File: src/rtl/pc_pkg.sv
// Shared constants for the program-counter unit: state encoding and default vectors.
package pc_pkg;

  localparam logic [1:0] ST_RUN     = 2'd0;
  localparam logic [1:0] ST_HANDLER = 2'd1;
  localparam logic [1:0] ST_HALTED  = 2'd2;

  localparam logic [31:0] DEF_RESET_VECTOR = 32'h0000_0000;
  localparam logic [31:0] DEF_EXC_VECTOR   = 32'h0000_0080;

endpackage

File: src/rtl/pc_ras.sv
// Return-address stack: circular buffer, a push when full silently overwrites the oldest entry.
module pc_ras #(
  parameter int unsigned WIDTH = 32,
  parameter int unsigned DEPTH = 4
) (
  input  logic             i_clk,
  input  logic             i_rst_n,
  input  logic             i_push,
  input  logic             i_pop,
  input  logic [WIDTH-1:0] i_data,
  output logic [WIDTH-1:0] o_top,
  output logic             o_empty,
  output logic             o_full
);

  localparam int unsigned PW = $clog2(DEPTH);
  localparam int unsigned CW = PW + 1;

  logic [WIDTH-1:0] r_mem [DEPTH];
  logic [PW-1:0]    r_ptr;    // next free slot; top entry sits just below it
  logic [CW-1:0]    r_count;
  logic [PW-1:0]    w_top_idx;

  assign w_top_idx = r_ptr - PW'(1);
  assign o_top     = r_mem[w_top_idx];
  assign o_empty   = (r_count == '0);
  assign o_full    = (r_count == CW'(DEPTH));

  always_ff @(negedge i_clk) begin
    if (!i_rst_n) begin
      r_ptr   <= '0;
      r_count <= '0;
    end else if (i_push) begin
      r_ptr <= r_ptr + PW'(1);
      if (!o_full) r_count <= r_count + CW'(1);
    end else if (i_pop && !o_empty) begin
      r_ptr   <= w_top_idx;
      r_count <= r_count - CW'(1);
    end
  end

  always_ff @(negedge i_clk) begin
    if (i_rst_n && i_push) r_mem[r_ptr] <= i_data;
  end

endmodule

File: src/rtl/pc_unit.sv
// Program-counter unit: next-PC priority mux, run/handler/halted FSM, EPC and return stack.
module pc_unit
  import pc_pkg::*;
#(
  parameter int unsigned       WIDTH        = 32,
  parameter int unsigned       INC          = 4,
  parameter logic [WIDTH-1:0]  RESET_VECTOR = WIDTH'(DEF_RESET_VECTOR),
  parameter logic [WIDTH-1:0]  EXC_VECTOR   = WIDTH'(DEF_EXC_VECTOR),
  parameter int unsigned       RAS_DEPTH    = 4
) (
  input  logic             i_clk,
  input  logic             i_rst_n,
  input  logic             i_stall,
  input  logic             i_branch_taken,
  input  logic [WIDTH-1:0] i_branch_target,
  input  logic             i_jump,
  input  logic             i_call,
  input  logic [WIDTH-1:0] i_jump_target,
  input  logic             i_ret,
  input  logic [WIDTH-1:0] i_ret_target,
  input  logic             i_exc,
  input  logic             i_eret,
  input  logic             i_halt,
  output logic [WIDTH-1:0] o_pc,
  output logic [WIDTH-1:0] o_pc_plus_inc,
  output logic [WIDTH-1:0] o_epc,
  output logic             o_in_handler,
  output logic             o_halted,
  output logic             o_ras_empty,
  output logic             o_ras_full
);

  logic [WIDTH-1:0] r_pc, r_epc;
  logic [1:0]       r_state;
  logic [WIDTH-1:0] w_pc_d, w_epc_d, w_pc_plus_inc, w_ras_top;
  logic [1:0]       w_state_d;
  logic             w_push, w_pop;

  assign w_pc_plus_inc = r_pc + WIDTH'(INC);

  always_comb begin
    w_pc_d    = r_pc;
    w_epc_d   = r_epc;
    w_state_d = r_state;
    w_push    = 1'b0;
    w_pop     = 1'b0;
    if (r_state == ST_HALTED) begin
      w_state_d = ST_HALTED;
    end else if (i_halt) begin
      w_state_d = ST_HALTED;
    end else if (i_exc && r_state == ST_RUN) begin
      w_epc_d   = r_pc;
      w_pc_d    = EXC_VECTOR;
      w_state_d = ST_HANDLER;
    end else if (i_eret && r_state == ST_HANDLER) begin
      w_pc_d    = r_epc;
      w_state_d = ST_RUN;
    end else if (i_stall) begin
      w_pc_d = r_pc;
    end else if (i_ret) begin
      // An empty stack falls back to the register-supplied address without popping.
      if (o_ras_empty) begin
        w_pc_d = i_ret_target;
      end else begin
        w_pc_d = w_ras_top;
        w_pop  = 1'b1;
      end
    end else if (i_call) begin
      w_pc_d = i_jump_target;
      w_push = 1'b1;
    end else if (i_jump) begin
      w_pc_d = i_jump_target;
    end else if (i_branch_taken) begin
      w_pc_d = i_branch_target;
    end else begin
      w_pc_d = w_pc_plus_inc;
    end
  end

  always_ff @(negedge i_clk) begin
    if (!i_rst_n) begin
      r_pc    <= RESET_VECTOR;
      r_epc   <= '0;
      r_state <= ST_RUN;
    end else begin
      r_pc    <= w_pc_d;
      r_epc   <= w_epc_d;
      r_state <= w_state_d;
    end
  end

  pc_ras #(
    .WIDTH (WIDTH),
    .DEPTH (RAS_DEPTH)
  ) u_ras (
    .i_clk   (i_clk),
    .i_rst_n (i_rst_n),
    .i_push  (w_push),
    .i_pop   (w_pop),
    .i_data  (w_pc_plus_inc),
    .o_top   (w_ras_top),
    .o_empty (o_ras_empty),
    .o_full  (o_ras_full)
  );

  assign o_pc          = r_pc;
  assign o_pc_plus_inc = w_pc_plus_inc;
  assign o_epc         = r_epc;
  assign o_in_handler  = (r_state == ST_HANDLER);
  assign o_halted      = (r_state == ST_HALTED);

endmodule

File: config.mk
export PLATFORM = sky130hd
export DESIGN_NAME = pc_unit
export DESIGN_NICKNAME = d
export VERILOG_FILES = /design/src/rtl/pc_pkg.sv /design/src/rtl/pc_ras.sv /design/src/rtl/pc_unit.sv
export SDC_FILE = /design/constraint.sdc
export NUM_CORES = 1
export LEC_CHECK = 0
export ABC_AREA = 1
export BUFFER_PORTS_ARGS = -buffer_cell sky130_fd_sc_hd__buf_2
export CORE_MARGIN = 2
export CORE_UTILIZATION = 60
export CTS_CLUSTER_SIZE = 14
export DETAILED_ROUTE_END_ITERATION = 8
export PLACE_DENSITY = 0.86
export SLEW_MARGIN = 30
export SYNTH_ARGS = -nofsm -noshare
export SYNTH_HDL_FRONTEND = slang
export SYNTH_SLANG_ARGS = --single-unit
export TNS_END_PERCENT = 10
File: constraint.sdc
create_clock -name i_clk -period 6.5 [get_ports i_clk]
set_input_delay 0.325 -clock i_clk [delete_from_list [all_inputs] [get_ports i_clk]]
set_output_delay 0.325 -clock i_clk [all_outputs]
set_load 0.01 [all_outputs]
# Word-level counts from Yosys, hierarchy flattened
# Memories as Yosys holds them, arrays and structs flattened.
# Index checks and enable logic that the tools add are counted.
[totals] register_bits=71 ramBits=128 n_memories=1
[op_classes] addsub=5 eq_ne=5 mux=33 bitwise_logic=3 n_reduce_logical=14
[mem_list] memory="u_ras.r_mem" words=4 word_bits=32 read_ports=1 rd_ports_with_merged_regs=0 write_ports=1 line="pc_ras.sv:19" rtl="logic [WIDTH-1:0] r_mem [DEPTH];"
[ops] cell="two-way mux 32 bit" count=8
[ops] cell="adder 32 x 3 -> 32 bit, second input constant" count=1
[ops] cell="two-way mux 1 bit" count=16
[ops] cell="two-way mux 2 bit" count=6
[ops] cell="two-way mux 3 bit" count=3
[ops] cell="AND reduction 3 bit" count=2
[ops] cell="logical AND 1 bit" count=4
[ops] cell="nonzero test 2 bit" count=2
[ops] cell="nonzero test 4 bit" count=1
[ops] cell="adder 3 x 1 -> 3 bit, second input constant" count=1
[ops] cell="equality test 3 bit, second input constant" count=1
[ops] cell="logical NOT 3 bit" count=1
[ops] cell="!= test 3 x 1 -> 1 bit, second input constant" count=1
[ops] cell="inverter 1 bit" count=3
[ops] cell="OR reduction 3 bit" count=1
[ops] cell="subtractor 3 x 1 -> 3 bit, second input constant" count=1
[ops] cell="adder 2 x 1 -> 2 bit, second input constant" count=1
[ops] cell="equality test 2 x 1 -> 1 bit, second input constant" count=1
[ops] cell="equality test 2 bit, second input constant" count=1
[ops] cell="logical NOT 2 bit" count=1
[ops] cell="!= test 2 bit, second input constant" count=1
[ops] cell="AND reduction 2 bit" count=1
[ops] cell="subtractor 2 x 1 -> 2 bit, second input constant" count=1
[ops] cell="logical NOT 1 bit" count=1

# Longest topological paths before layout
[logic_depth] ltp_word=11 mapped_depth=15 depth_no_buf=14

# By module
# From an unflattened synthesis, not the netlist that was laid out.
[unflattened] cells_unflattened=1265 area_unflattened_um2=10126.0
[by_module_without_submodules] mod="pc_ras" n_inst=1 cells_per_inst=372 area_per_inst_um2=5196.2 seq_area_each_um2=3943.8
[by_module_without_submodules] mod="pc_unit" n_inst=1 cells_per_inst=893 area_per_inst_um2=4929.7 seq_area_each_um2=1321.3

==> flow_summary_export.csv <==
group,metric,value,unit
run_status,status,"complete, no violations",
floorplanning,die_width,134,um
placement,globalplace.congestion,1.03,
detailed_routing,drt_drc_violations_left,0,
clock_network,post-cts-setup-buffers,0,
cells_and_area,growth_of_design_area_from_synthesis_to_finish,23.6,%
detailed_routing,dr.first_iter.drc_count,1704,
clock_network,ctsRootBufferMaster,"sky130_fd_sc_hd__clkbuf_16",
synthesis,syn-num-nets,1385,
synthesis,synthCells,1272,
cells_and_area,share_of_layout_cells_above_drive_strength_1,17.8,%
sta,tightestPinTransition,0.723,ns
clock_network,clkLatencyLatePin,0.52,ns
placement,detailed_place_hpwl,21900,um
floorplanning,dieArea,18100,um^2
clock_network,clockBufferDepth,2,
synthesis,synth_sequential_area_ratio,51.6,%
synthesis,synth.avg_cell_area,8.03,um^2
cells_and_area,num_antenna_cells,0,
global_routing,grt_pass1_vias,10500,
synthesis,dominantRegCellSynth,"sky130_fd_sc_hd__edfxtp_1",
detailed_routing,wl_per_instance,18.3,um
sta,maximum_clock_skew_at_final_layout,0.0503,ns
synthesis,number_of_enable_flip_flop_cells_after_synthesis,128,
cells_and_area,num-nets-final,1749,
sta,final_setup_violations,0,
global_routing,pin_count_of_the_biggest_net_entering_global_routing,68,
placement,io_buffer_count,205,
placement,pre_cts_slack,1.06,ns
floorplanning,core_area,16600,um^2
power_and_ir_drop,power.density_cell_area,271,nW/um^2
synthesis,post_synth_design_cell_area,10200,um^2
synthesis,async_reset_ff_share,0,%
sta,rsz0062_at_grt,"false",
cells_and_area,final_common_cell,"sky130_fd_sc_hd__nand2_1",
floorplanning,initial_utilization,61.6,%
sta,fin_ws,0.528,ns
detailed_routing,detail-route-antenna-nets,0,
synthesis,postSynthRegisterBits,199,
floorplanning,boundaryPins,206,
worst_setup_path,cp_capture_type,"output pin",
cells_and_area,final_cell_mix,"392 x sky130_fd_sc_hd__nand2_1, 284 x sky130_fd_sc_hd__inv_1, 205 x sky130_fd_sc_hd__buf_2, 160 x sky130_fd_sc_hd__a21oi_1, 128 x sky130_fd_sc_hd__edfxtp_1",
synthesis,yosysUniqueCellTypes,40,
power_and_ir_drop,leakagePower,6.22,nW
worst_setup_path,critical_path.max_fanout,10,
detailed_routing,drt_total_wl,34300,um
power_and_ir_drop,vdd.ir_drop.worst,0.225,mV
sta,timing.max_slew.rel_slack,51.8,%
clock_network,clkSinkCount,199,
sta,report.final.slew_viol_count,0,
global_routing,grt_use_total,37.6,%
clock_network,number_of_gates_given_a_new_drive_strength_after_cts,0,
hold_path,hp-class,"reg2reg",
worst_setup_path,critical_path_class,"reg2out",
worst_setup_path,cp-start-kind,"flop",
sta,totalNegativeSetupSlack,0,ns
synthesis,synth_warnings,0,
floorplanning,std_cell_rows,47,
clock_network,cts_inserted_buffers,17,
detailed_routing,num_vias,11100,
detailed_routing,detail_route.first_pass.iterations,6,
worst_setup_path,regToRegSetupSlack,3.48,ns
global_routing,grt_antenna_before_repair,0,
detailed_routing,routed_via_density,5.95,
global_routing,global_route_wire_length_before_repair,52400,um
sta,final-hold-violation-count,0,
global_routing,globalRouteOverflowTotal,0,
worst_setup_path,worst_ep_arrival_time,5.65,ns
clock_network,cts_tree,"built",
worst_setup_path,worst-endpoint-required,6.17,ns
clock_network,clock_tree.htree_level_count,4,
floorplanning,die_h,134,um
clock_network,clkTransAtPathRegs,0.04,ns
clock_network,ctsHoldBuffers,0,
flow_run,max-cap-violations,0,
[sequential cells by signal, summed over array words and instances (netlist names)]
| signal | count |
|---|---|
| o_epc | 32 |
| o_pc | 32 |
| r_state | 2 |
| u_ras.r_count | 3 |
| u_ras.r_mem | 128 |
| u_ras.r_ptr | 2 |
[worst paths after layout]
kind,end,cells after the start,startpoint
hold / removal,o_epc[26],2,o_epc[26]
setup reg to reg,o_pc[18],11,u_ras.r_ptr[0]
hold reg to reg,o_epc[26],2,o_epc[26]
setup / recovery,o_pc_plus_inc[13],6,o_pc[4]
[where the power goes]
part / leakage, nW / internal, W / switching, W
Combinational: 3.03 / 0.000125 / 0.000258
Sequential: 1.82 / 0.00138 / 0.0000338
Clock: 1.37 / 0.000743 / 0.000880
Total: 6.22 / 0.00225 / 0.00117
[cells in the mapped netlist (3+ instances only)]
cell,count,area (um^2)
sky130_fd_sc_hd__a21oi_1,160,801
sky130_fd_sc_hd__a21oi_2,4,35.0
sky130_fd_sc_hd__a22oi_1,20,150
sky130_fd_sc_hd__buf_1,4,15.0
sky130_fd_sc_hd__buf_2,27,135
sky130_fd_sc_hd__buf_4,8,60.1
sky130_fd_sc_hd__buf_6,4,45.0
sky130_fd_sc_hd__clkbuf_1,31,116
sky130_fd_sc_hd__dfxtp_1,71,1420
sky130_fd_sc_hd__edfxtp_1,128,3840
sky130_fd_sc_hd__ha_1,6,75.1
sky130_fd_sc_hd__inv_1,84,315
sky130_fd_sc_hd__inv_2,6,22.5
sky130_fd_sc_hd__nand2_1,392,1470
sky130_fd_sc_hd__nand2_2,4,25.0
sky130_fd_sc_hd__nand3_1,77,385
sky130_fd_sc_hd__nand3_2,4,40.0
sky130_fd_sc_hd__nand3b_1,4,30.0
sky130_fd_sc_hd__nor2_1,104,390
sky130_fd_sc_hd__nor2_2,8,50.1
sky130_fd_sc_hd__nor2_4,7,78.8
sky130_fd_sc_hd__o211ai_1,12,90.1
sky130_fd_sc_hd__o21ai_0,68,340
sky130_fd_sc_hd__o21ai_1,11,55.1
sky130_fd_sc_hd__o22ai_1,4,25.0
sky130_fd_sc_hd__or2_2,3,18.8
sky130_fd_sc_hd__xor2_1,5,43.8
[per-stage QoR]
step	hold WS, ns	total power, W	area (um^2)	utilization [%]	cells
after floorplan	0.446	0.00183	10200	-	1272
after global placement	0.458	0.00197	11300	68.0	1639
after detailed placement	0.465	0.00198	11300	68.0	1639
after CTS	0.470	0.00340	12600	76.1	1869
after global routing	0.488	0.00358	12600	76.1	1869
final	0.467	0.00342	12600	76.1	1869
[per-layer routing]
metal / vias up / wire length, um / global-route usage, %
met4: 0 / 1610 / 20.5
li1: 4964 / - / -
met1: 4987 / 12300 / 50.1
met3: 149 / 4760 / 11.0
met5: - / 0 / 0
met2: 1014 / 15600 / 55.6
[worst max-delay path: stages (launching register included)]
cell and delay (ns):
sky130_fd_sc_hd__dfxtp_1 0.56, sky130_fd_sc_hd__nand3_2 0.23, sky130_fd_sc_hd__nor2_4 0.18, sky130_fd_sc_hd__nand3_1 0.12
sky130_fd_sc_hd__o21ai_0 0.45, sky130_fd_sc_hd__inv_1 0.19, sky130_fd_sc_hd__buf_2 0.18
[area by class of cell]
cell class	instances	area [um^2]
multi-input cells	908	4240
well taps	220	275
repair buffers	221	1150
inverters	90	338
clock inverters	214	928
flip-flops and latches	199	5270
clock buffers	17	425
fillers	1199	3960
[kinds of logic (layout without fill, tap and decap cells)]
| logic type | after synthesis | in the layout | synth area share, % |
|---|---|---|---|
| flops | 199 | 199 | 51.6 |
| fa+ha+maj | 7 | 7 | 0.931 |
| compound gates | 284 | 284 | 15.0 |
| buf+inv | 165 | 542 | 6.99 |
| simple gates | 610 | 610 | 24.9 |
| xor+xnor | 7 | 7 | 0.601 |
(Power assumes the default switching activity.)
